## src/rtl/vscale_mul_div_arbiter.sv

```systemverilog
// Shares one multi-cycle mul/div unit between two requesters. Only one transaction
// is outstanding at a time; grants are round-robin, and a watchdog bounds the wait.
`ifndef XPR_LEN
`define XPR_LEN 32
`endif
`ifndef MUL_DIV_OP_WIDTH
`define MUL_DIV_OP_WIDTH 2
`endif

module vscale_mul_div_arbiter #(
    parameter int MAX_LAT = 64
) (
    input  logic                         clk,
    input  logic                         reset,
    input  logic                         req0_valid,
    output logic                         req0_ready,
    input  logic [`MUL_DIV_OP_WIDTH-1:0] req0_op,
    input  logic [`XPR_LEN-1:0]          req0_in_1,
    input  logic [`XPR_LEN-1:0]          req0_in_2,
    input  logic                         req0_kill,
    output logic                         resp0_valid,
    output logic [`XPR_LEN-1:0]          resp0_out,
    output logic                         resp0_err,
    input  logic                         req1_valid,
    output logic                         req1_ready,
    input  logic [`MUL_DIV_OP_WIDTH-1:0] req1_op,
    input  logic [`XPR_LEN-1:0]          req1_in_1,
    input  logic [`XPR_LEN-1:0]          req1_in_2,
    input  logic                         req1_kill,
    output logic                         resp1_valid,
    output logic [`XPR_LEN-1:0]          resp1_out,
    output logic                         resp1_err,
    output logic                         md_req_valid,
    output logic [`MUL_DIV_OP_WIDTH-1:0] md_req_op,
    output logic [`XPR_LEN-1:0]          md_req_in_1,
    output logic [`XPR_LEN-1:0]          md_req_in_2,
    input  logic                         md_resp_valid,
    input  logic [`XPR_LEN-1:0]          md_resp_out
);
    localparam int W   = `XPR_LEN;
    localparam int OPW = `MUL_DIV_OP_WIDTH;
    // Counter starts at 0 on WAIT entry; the last WAIT cycle is the one where it would reach MAX_LAT-1.
    localparam logic [7:0] WD_LAST = 8'(MAX_LAT - 2);

    typedef enum logic [1:0] {
        IDLE  = 2'd0,
        ISSUE = 2'd1,
        WAIT  = 2'd2
    } state_t;

    state_t           state_reg;
    logic             prio_reg;
    logic             owner_reg;
    logic             killed_reg;
    logic [7:0]       wd_cnt_reg;
    logic             md_req_valid_reg;
    logic [OPW-1:0]   md_req_op_reg;
    logic [W-1:0]     md_req_in_1_reg;
    logic [W-1:0]     md_req_in_2_reg;

    logic [1:0]       req_valid;
    logic [1:0]       req_kill;
    logic [1:0]       grant;
    logic [OPW-1:0]   req_op   [2];
    logic [W-1:0]     req_in_1 [2];
    logic [W-1:0]     req_in_2 [2];

    logic             is_idle;
    logic             kill_now;
    logic             killed_eff;
    logic             resp_hit;
    logic             timeout;
    logic             deliver;

    assign req_valid   = {req1_valid, req0_valid};
    assign req_kill    = {req1_kill, req0_kill};
    assign req_op[0]   = req0_op;
    assign req_op[1]   = req1_op;
    assign req_in_1[0] = req0_in_1;
    assign req_in_1[1] = req1_in_1;
    assign req_in_2[0] = req0_in_2;
    assign req_in_2[1] = req1_in_2;

    genvar gi;
    generate
        for (gi = 0; gi < 2; gi++) begin : g_grant
            // A lone requester always wins; on contention prio picks the winner.
            assign grant[gi] = req_valid[gi] & (~req_valid[1-gi] | (prio_reg == 1'(gi)));
        end
    endgenerate

    assign is_idle    = (state_reg == IDLE);
    assign req0_ready = reset & is_idle & grant[0];
    assign req1_ready = reset & is_idle & grant[1];

    // A kill landing in the completion cycle itself must still suppress the pulse.
    assign kill_now   = (state_reg != IDLE) & req_kill[owner_reg];
    assign killed_eff = killed_reg | kill_now;
    assign resp_hit   = (state_reg == WAIT) & md_resp_valid;
    assign timeout    = (state_reg == WAIT) & ~md_resp_valid & (wd_cnt_reg == WD_LAST);
    assign deliver    = (resp_hit | timeout) & ~killed_eff;

    always_ff @(posedge clk or negedge reset) begin
        if (!reset) begin
            state_reg        <= IDLE;
            prio_reg         <= 1'b0;
            owner_reg        <= 1'b0;
            killed_reg       <= 1'b0;
            wd_cnt_reg       <= '0;
            md_req_valid_reg <= 1'b0;
            md_req_op_reg    <= '0;
            md_req_in_1_reg  <= '0;
            md_req_in_2_reg  <= '0;
        end else begin
            case (state_reg)
                IDLE: begin
                    if (|grant) begin
                        state_reg        <= ISSUE;
                        owner_reg        <= grant[1];
                        prio_reg         <= grant[0];
                        killed_reg       <= 1'b0;
                        md_req_valid_reg <= 1'b1;
                        md_req_op_reg    <= req_op[grant[1]];
                        md_req_in_1_reg  <= req_in_1[grant[1]];
                        md_req_in_2_reg  <= req_in_2[grant[1]];
                    end
                end
                ISSUE: begin
                    state_reg        <= WAIT;
                    md_req_valid_reg <= 1'b0;
                    wd_cnt_reg       <= '0;
                    if (kill_now) begin
                        killed_reg <= 1'b1;
                    end
                end
                WAIT: begin
                    if (kill_now) begin
                        killed_reg <= 1'b1;
                    end
                    if (resp_hit || timeout) begin
                        state_reg <= IDLE;
                    end else begin
                        wd_cnt_reg <= wd_cnt_reg + 8'd1;
                    end
                end
                default: begin
                    state_reg        <= IDLE;
                    md_req_valid_reg <= 1'b0;
                end
            endcase
        end
    end

    assign md_req_valid = md_req_valid_reg;
    assign md_req_op    = md_req_op_reg;
    assign md_req_in_1  = md_req_in_1_reg;
    assign md_req_in_2  = md_req_in_2_reg;

    generate
        for (gi = 0; gi < 2; gi++) begin : g_resp
            logic         valid_reg;
            logic         err_reg;
            logic [W-1:0] out_reg;
            logic         mine;

            assign mine = deliver & (owner_reg == 1'(gi));

            // Result and error flag persist until the next pulse for this requester.
            always_ff @(posedge clk or negedge reset) begin
                if (!reset) begin
                    valid_reg <= 1'b0;
                    err_reg   <= 1'b0;
                    out_reg   <= '0;
                end else begin
                    valid_reg <= mine;
                    if (mine) begin
                        out_reg <= resp_hit ? md_resp_out : '0;
                        err_reg <= ~resp_hit;
                    end
                end
            end
        end
    endgenerate

    assign resp0_valid = g_resp[0].valid_reg;
    assign resp0_out   = g_resp[0].out_reg;
    assign resp0_err   = g_resp[0].err_reg;
    assign resp1_valid = g_resp[1].valid_reg;
    assign resp1_out   = g_resp[1].out_reg;
    assign resp1_err   = g_resp[1].err_reg;

endmodule
```

## config.mk

```make
export PLATFORM = sky130hd
export DESIGN_NAME = vscale_mul_div_arbiter
export DESIGN_NICKNAME = d
export VERILOG_FILES = /design/src/rtl/vscale_mul_div_arbiter.sv
export SDC_FILE = /design/constraint.sdc
export NUM_CORES = 1
export LEC_CHECK = 0
export ABC_AREA = 1
export BUFFER_PORTS_ARGS = -buffer_cell sky130_fd_sc_hd__buf_2
export CAP_MARGIN = 10
export CORE_AREA = 2 2 155 142
export DETAILED_ROUTE_END_ITERATION = 8
export DIE_AREA = 0 0 157 144
export PLACE_DENSITY_LB_ADDON = 0.1
export SLEW_MARGIN = 20
export SYNTH_ARGS = -nofsm -noshare
export SYNTH_HDL_FRONTEND = slang
export SYNTH_SLANG_ARGS = --single-unit
export TNS_END_PERCENT = 5
```

## constraint.sdc

```tcl
create_clock -name clk -period 4.44 [get_ports clk]
set_input_delay 0.888 -clock clk [delete_from_list [all_inputs] [get_ports clk]]
set_output_delay 0.888 -clock clk [all_outputs]
set_load 0.02 [all_outputs]
```

# == Yosys cells after proc, flatten, opt, wreduce, memory -nomap -nowiden ==
# Index checks and enable logic that the tools add are counted.
# op_classes
addsub,1
n_lt_le_gt_ge,2
eq_ne,7
n_mux,22
n_bitwise,25
reduce_logical,12
# op_table
cell,count
2-to-1 mux 32 bit,7
case mux 8 bit (2 select lines),1
AND 1 bit,12
2-to-1 mux 2 bit,5
adder 8 x 1 -> 8 bit (second input constant),1
equality test 8 x 6 -> 1 bit (second input constant),1
2-to-1 mux 8 bit,1
NOT 1 bit,8
AND reduction 2 bit,4
!= test 2 x 1 -> 1 bit (second input constant),3
case mux 2 bit (3 select lines),1
nonzero test 2 bit,3
2-to-1 mux 1 bit,5
OR 1 bit,4
case mux 1 bit (2 select lines),2
OR reduction 2 bit,2
AND reduction 3 bit,1
equality test 2 x 1 -> 1 bit (second input constant),1
equality test 2 bit (second input constant),1
greater-or-equal comparator 2 bit (second input constant),1
zero test 2 bit,1
less-than comparator 1 x 2 -> 1 bit (second input constant),1
!= test 2 bit (second input constant),1
NOT 1 -> 2 bit,1
logical OR 1 bit,1
# totals
regBits,148
elab_cells,84

# == Depth between registers and ports, before layout ==
# Gate-level depths: netlist (run 1).
# depth
ltp_word,7
depth_mapped,10
mapped_depth_nobuf,9

# == Least setup slack after synthesis (run 1) ==
# OpenSTA, ideal clock, no wires.
# synth_timing
path_kind,input -> output
start,input req1_valid
end,output req1_ready
arrival_time_ns,1.827
path_slack_ns,1.725
path_stages,6
path_buffers,2
cell_sequence,inv_1 -> a21oi_2 -> buf_2 -> buf_2 -> nand2_1 -> nor2_1
# synth_via
elab_chain_len,2
# synth_rtl
item,line,text
start: declaration,24,"input logic req1_valid,"
AND 1 bit,88,assign grant[gi] = req_valid[gi] & (~req_valid[1-gi] | (prio_reg == 1'(gi)));
AND 1 bit,94,assign req1_ready = reset & is_idle & grant[1];
end: declaration,25,"output logic req1_ready,"
# Every way passes these cells.

# == Worst setup path in the final report (run 1) ==
# layout_timing
start,register owner_reg
end,register g_resp[1].out_reg[0] (netlist: resp1_out[0])
# layout_via
elab_chain_len,7
# layout_rtl
item,line,text
start: declaration,53,logic owner_reg;
start signal: assignment,119,owner_reg <= grant[1];
2-to-1 mux 1 bit (implied by the code) (2 in a row),97,assign kill_now = (state_reg != IDLE) & req_kill[owner_reg];
AND 1 bit,97,
OR 1 bit,98,assign killed_eff = killed_reg | kill_now;
NOT 1 bit,101,assign deliver = (resp_hit | timeout) & ~killed_eff;
AND 1 bit,101,
AND 1 bit (*),166,assign mine = deliver & (owner_reg == 1'(gi));
end signal: assignment,177,out_reg <= resp_hit ? md_resp_out : '0;
end: declaration,163,logic [W-1:0] out_reg;
# Mark *: on every way between the ends. The rest lies on a longest branch, timed or not. The select of a mux whose other input is x is not followed.
# A chain may end at the register's enable or synchronous reset.

==> results.md, run 1 <==
- Maximum number of pins on one net before global-route repair: between 100 and 150
- Most common library cell in the layout ignoring fill and taps: sky130_fd_sc_hd__nand2_1
- Global Route met1 Usage: 0.2516
- Global-route wire length before repair: about 33 mm
- Total negative setup slack: 0 ns
- Total of fill cells in the finished design: 2233
- First-pass iteration count of the detailed router: 5
- Top delay family on crit path: simple AND/OR/NAND/NOR gates
- Design Area, Final: around 8900 um2
- H-tree levels: 4
- Number of standard-cell rows in the floorplan: around 50
- HPWL Detailed: about 15 mm
- Top-level I/O count: 308
- Initial Utilization: 0.3118
- Cell breakdown of the critical path: buf_4 > inv_2 > nand2_1 > nand2_1 > a21oi_4 > nand3_2 > nand2_1 > nand2_1
- Number of CTS-inserted buffers: 17
- WHS: 0.3190 ns
- Layout Skew: 0.01068 ns
- Quantity of gates resized following cts: 0
- LEAKAGE: ~4.8 nW
- Critical Path Slowest Stage Cell: sky130_fd_sc_hd__nand3_2
- Transition at the pin with the smallest max-transition slack: 1.054 ns
- Routed Antenna Nets: 0
- Maximum vdd drop: 300.2 uV
- Endpoint class of the critical path: register
- Pwr/cell area: approximately 750 nW/um2
- Largest driver fanout on the critical path: 36
- Post-synthesis to final-layout area growth: 35.17%
- Number of unique standard cell types used by synthesis: 23
- Netlist area before placement: around 6600 um2
- Area of the placeable core: 21120 um2
- # setup viols final: 0
- Kind of path behind the tightest hold check: in2async
- Total number of vias: between 6000 and 7000
- Die boundary height: approximately 140 um
- Avg Cell Area, Syn: roughly 8.4 um2
- CTS tree: done
- Number of max-slew violations in the final report: 0
- Max frequency: between 0.3 and 0.4 GHz
- Share of the clock period used by the worst path after layout: 0.5743
- Slew margin rel.: 0.2964
- Crit start category: register
- Leading cell types in the layout, fill and taps excluded: 313 x sky130_fd_sc_hd__nand2_1, 306 x sky130_fd_sc_hd__buf_2, 148 x sky130_fd_sc_hd__dfrtp_1
- Met2 usage: 0.2793
- Data arrival, critical path: ~2.9 ns
- Skew-Pair Late Insertion Delay: 0.43 ns
- # Max-Cap Violations: 0
- Total Routed Length: between 20 and 25 mm
- Final Net Count: around 1200
- DRC errors left: 0
- Post-CTS Repair Setup Buffers: 0
- Fin crit period: between 2 and 3 ns
- Die footprint: ~23000 um2
- Most frequent CP cell: sky130_fd_sc_hd__nand2_1
- Sequential share of the synthesized area: 0.5624
- Setup repair after global routing missed its margin: no
- Post-CTS Hold Fix Bufs: 0
- Global routing met3 resource utilization: 0.06982
- Root cell of the clock tree: sky130_fd_sc_hd__clkbuf_16
- Number of cells in the design after placement: around 1300
- Die width: between 150 and 200 um
- Port Buf Inserts: around 310
- Final cell utilization of the core: 0.4214
- Final hold vios: 0
- First-iteration detailed-routing DRC count: approximately 340
- Routed WL per cell: between 15 and 20 um
- Post-synthesis register bit count: between 100 and 150
- Number of antenna violations at the first check in global routing: 2
- Critical path buffer and inverter count: 2
- Bufs on Longest Clock Path: 2
- Vias per Instance: about 4.6
- Cell area reported after detailed placement: 8315 um2
- Count of mapped cells out of synthesis: ~780
- Non-filler instance count after layout: about 1400
- Gpl congestion: 0.7770
- Number of nets produced by synthesis: ~960
- Ys Warns: 0
- Global routing usage summed across all routing layers: 0.1866
- Number of sinks on the clock net: ~150
- Classification of the worst setup path: reg2reg
- Fraction of layout instances using a drive strength above 1: 0.3315
- Overflow left after global routing: 0
- Required time at the endpoint of the critical path: 4.75 ns
- Maximum cell stage delay along the critical path: ~0.75 ns
- Worst-path clk slew: roughly 0.07 ns
- Via count of the first global-routing pass: about 6100
- Most used routing layer: met2
- Result of the run: finished, final reports clean
==> worst register-to-register path, cell delays in order (launching register included) <==
cell                      delay, ns
sky130_fd_sc_hd__dfrtp_1       0.32
sky130_fd_sc_hd__buf_4         0.38
sky130_fd_sc_hd__inv_2         0.07
sky130_fd_sc_hd__nand2_1       0.07
sky130_fd_sc_hd__nand2_1       0.08
sky130_fd_sc_hd__a21oi_4       0.45
sky130_fd_sc_hd__nand3_2       0.75
sky130_fd_sc_hd__nand2_1       0.26
sky130_fd_sc_hd__nand2_1       0.07
==> where the power goes <==
part	total, W	switching (W)	internal (W)
clock network	0.00144	0.000635	0.000804
logic	0.00294	0.00204	0.000902
registers	0.00228	0.000320	0.00196
total	0.00666	0.00299	0.00367
==> kinds of logic (layout without fill, tap and decap cells) <==
family | count (synthesis) | after routing | synth area share
and+or+nand+nor | 473 | 473 | 0.3000
DFF | 148 | 148 | 0.5624
buffers and inverters | 79 | 371 | 0.05339
AOI/OAI and AO/OA | 76 | 76 | 0.07334
adders and majority gates | 5 | 5 | 0.009500
xor gates and xnor gates | 1 | 1 | 0.001330
other | 0 | 2 | 0
==> per-layer routing <==
| metal | wire length, um | share of wire |
|---|---|---|
| met1 | 9571 | 0.45 |
| met5 | 0 | 0 |
| met2 | 9228 | 0.43 |
| met4 | 312 | 0.015 |
| met3 | 2107 | 0.099 |
==> Yosys cell counts, drive strengths merged <==
| cell | number | area [um2] |
|---|---|---|
| xor2 | 1 | 8.760 |
| nor2 | 77 | 291.5 |
| a31oi | 66 | 412.9 |
| nand3 | 15 | 85.08 |
| buf | 29 | 163.9 |
| nand4 | 67 | 419.2 |
| inv | 24 | 90.09 |
| nand2 | 313 | 1175 |
| ha | 5 | 62.56 |
| dfrtp | 148 | 3704 |
| o21ai | 6 | 30.03 |
| a21oi | 2 | 25.03 |
| clkbuf | 26 | 97.59 |
| nor3 | 1 | 5.000 |
| o211ai | 1 | 7.510 |
| o21bai | 1 | 7.510 |
==> layout make-up <==
| type | count | area, um2 | share of cell area |
|---|---|---|---|
| Clock inverter | 14 | 141.4 | 0.01588 |
| Tap cell | 291 | 364.1 | 0.04091 |
| Multi-Input combinational cell | 555 | 2542 | 0.2856 |
| Clock buffer | 18 | 439.2 | 0.04934 |
| Sequential cell | 148 | 3704 | 0.4161 |
| Inverter | 24 | 90.09 | 0.01012 |
| Timing Repair Buffer | 315 | 1615 | 0.1815 |
| Antenna cell | 2 | 5.005 | 0.0005623 |
==> per-stage QoR <==
step	worst slack (ns)	total power, W
final	1.890	0.006660
after global routing	1.584	0.007158
after CTS	1.819	0.006745
after detailed placement	1.597	0.005276
after global placement	1.674	0.005273
after floorplan	1.725	0.004225
==> path summary, 6_finish.rpt <==
| kind | cells after the start | startpoint | slack [ns] | end |
|---|---|---|---|---|
| min in group clk | 2 | resp0_out[11] | 0.47 | resp0_out[11] |
| max in group asynchronous | 2 | reset | 2.99 | md_req_in_2[0] |
| worst max-delay path | 8 | owner_reg | 1.89 | resp1_out[0] |
| worst min register to register | 2 | resp0_out[11] | 0.47 | resp0_out[11] |
| worst min-delay path | 1 | reset | 0.32 | resp0_out[6] |
| worst max register to register | 8 | owner_reg | 1.89 | resp1_out[0] |
(Power assumes the default switching activity.)
==> run 2: changes to the inputs <==
clock period = 2.6 ns   (was 4.44 ns; I/O delays follow)
==> results.md, run 2 (same netlist as run 1, synthesis figures left out) <==
- Result of the run: finished, final reports clean
- First-pass iteration count of the detailed router: 5 (unchanged)
- Kind of path behind the tightest hold check: in2async
- Largest driver fanout on the critical path: 34 (-5.6%)
- DRC errors left: 0 (unchanged)
- Post-CTS Repair Setup Buffers: 0 (unchanged)
- HPWL Detailed: 14.67 mm (+0.82%)
- Bufs on Longest Clock Path: 2 (unchanged)
- # Max-Cap Violations: 0 (unchanged)
- H-tree levels: 4 (unchanged)
- Endpoint class of the critical path: register
- Cell area reported after detailed placement: 8413 um2 (+1.2%)
- Crit start category: register
- Total of fill cells in the finished design: 2256 (+1.0%)
- Skew-Pair Late Insertion Delay: 0.42 ns (about the same)
- Port Buf Inserts: 307 (unchanged)
- Root cell of the clock tree: sky130_fd_sc_hd__clkbuf_16
- Most common library cell in the layout ignoring fill and taps: sky130_fd_sc_hd__nand2_1
- Maximum number of pins on one net before global-route repair: 149 (+42%)
- Design Area, Final: 8977 um2 (+0.86%)
- Required time at the endpoint of the critical path: 2.90 ns (-1.85 ns)
- Classification of the worst setup path: reg2reg
- Total number of vias: 6314 (-0.047%)
- Data arrival, critical path: 2.39 ns (-0.47 ns)
- Number of max-slew violations in the final report: 0 (unchanged)
- Number of CTS-inserted buffers: 17 (unchanged)
- Leading cell types in the layout, fill and taps excluded: 313 x sky130_fd_sc_hd__nand2_1, 306 x sky130_fd_sc_hd__buf_2, 148 x sky130_fd_sc_hd__dfrtp_1
- Setup repair after global routing missed its margin: no
- Post-CTS Hold Fix Bufs: 0 (unchanged)
- LEAKAGE: 4.826 nW (+0.91%)
- Maximum vdd drop: 465.5 uV (+55%)
- First-iteration detailed-routing DRC count: 387 (+14%)
- Routed Antenna Nets: 0 (unchanged)
- Transition at the pin with the smallest max-transition slack: 0.8059 ns (-0.2481 ns)
- Total negative setup slack: 0 ns (unchanged)
- Die width: 157 um (unchanged)
- Via count of the first global-routing pass: 6045 (-0.40%)
- Share of the clock period used by the worst path after layout: 0.8024 (+0.2280)
- Fraction of layout instances using a drive strength above 1: 0.3346 (+0.003094)
- Slew margin rel.: 0.4628 (+0.1664)
- Area of the placeable core: 21120 um2 (unchanged)
- Fin crit period: 2.086 ns (-0.4639 ns)
- Overflow left after global routing: 0 (unchanged)
- Final Net Count: 1245 (+0.65%)
- # setup viols final: 0 (unchanged)
- Routed WL per cell: 15.40 um (-0.77%)
- Initial Utilization: 0.3118 (unchanged)
- Top-level I/O count: 308 (unchanged)
- Number of standard-cell rows in the floorplan: 51 (unchanged)
- Global-route wire length before repair: 32.68 mm (-0.84%)
- Post-synthesis to final-layout area growth: 36.33%
- Total Routed Length: 21.18 mm (-0.19%)
- Die footprint: 22610 um2 (unchanged)
- Vias per Instance: 4.592 (-0.63%)
- Pwr/cell area: 1265 nW/um2 (+69%)
- Global routing usage summed across all routing layers: 0.1852 (-0.001422)
- Final hold vios: 0 (unchanged)
- Gpl congestion: 0.7749 (-0.27%)
- Layout Skew: 0.009985 ns (-0.0006938 ns)
- CTS tree: done
- Max frequency: 0.4794 GHz (+22%)
- Worst-path clk slew: 0.06 ns (about the same)
- Quantity of gates resized following cts: 0 (unchanged)
- Final cell utilization of the core: 0.4250 (+0.003613)
- Die boundary height: 144 um (unchanged)
- Number of antenna violations at the first check in global routing: 3 (+1)
- Number of sinks on the clock net: 148 (unchanged)
## run 2: cell count changes in the layout (fill, tap and decap cells not counted), sizes merged
| cell | delta |
|---|---|
| clkbuf | +1 |
| buf | +8 |
| clkinv | +3 |
| inv | -4 |
## run 2: layer usage
metal,wire (um),global-route usage,vias up
met1,9372,0.2439,2885
met2,9436,0.2800,237
li1,-,-,3173
met4,299,0.05601,0
met3,2068,0.07462,19
met5,0,0,-
## run 2: final timing paths
path                                    start              end  slack, ns  depth (start not counted)
worst max-delay path             state_reg[0]     resp0_out[7]       0.51                          9
min in group clk                req0_in_1[31]  md_req_in_1[31]       0.34                          3
max in group asynchronous               reset  md_req_in_1[29]       1.78                          2
worst min register to register   resp1_out[8]     resp1_out[8]       0.47                          2
worst min-delay path                    reset        owner_reg       0.25                          2
worst max register to register   state_reg[0]     resp0_out[7]       0.51                          9
## run 2: stage by stage
stage	std cells	setup WS [ns]	total power [W]	hold WS, ns
global route	1375	0.2110	0.01222	0.3156
CTS	1373	0.4683	0.01152	0.2838
detailed placement	1341	0.4904	0.009086	0.4530
global placement	1341	0.5346	0.009081	0.4495
finish	1375	0.5139	0.01135	0.2473
floorplan	782	0.6212	0.007215	0.2244
## run 2: area by class of cell
| type | instances | area, um2 | share of cell area |
|---|---|---|---|
| Inverter | 24 | 90.09 | 0.01003 |
| Clock buffer | 19 | 432.9 | 0.04822 |
| Multi-Input combinational cell | 555 | 2542 | 0.2832 |
| Timing Repair Buffer | 323 | 1713 | 0.1908 |
| Antenna cell | 2 | 5.005 | 0.0005575 |
| Tap cell | 291 | 364.1 | 0.04056 |
| Sequential cell | 148 | 3704 | 0.4125 |
| Clock inverter | 13 | 126.4 | 0.01408 |
## run 2: power by group
group / internal (W) / switching, W
registers: 0.00335 / 0.000547
logic: 0.00162 / 0.00346
clock network: 0.00133 / 0.00105
total: 0.00630 / 0.00505
## run 2: critical path, cell delays in order (launching register included)
cell and delay, ns:
sky130_fd_sc_hd__dfrtp_1 0.39, sky130_fd_sc_hd__inv_1 0.09, sky130_fd_sc_hd__ha_1 0.22, sky130_fd_sc_hd__nand2_1 0.07, sky130_fd_sc_hd__nor2_1 0.08, sky130_fd_sc_hd__nand2_1 0.08, sky130_fd_sc_hd__nand2_1 0.12, sky130_fd_sc_hd__nand3_2 0.60
sky130_fd_sc_hd__nand2_1 0.25, sky130_fd_sc_hd__nand2_1 0.06
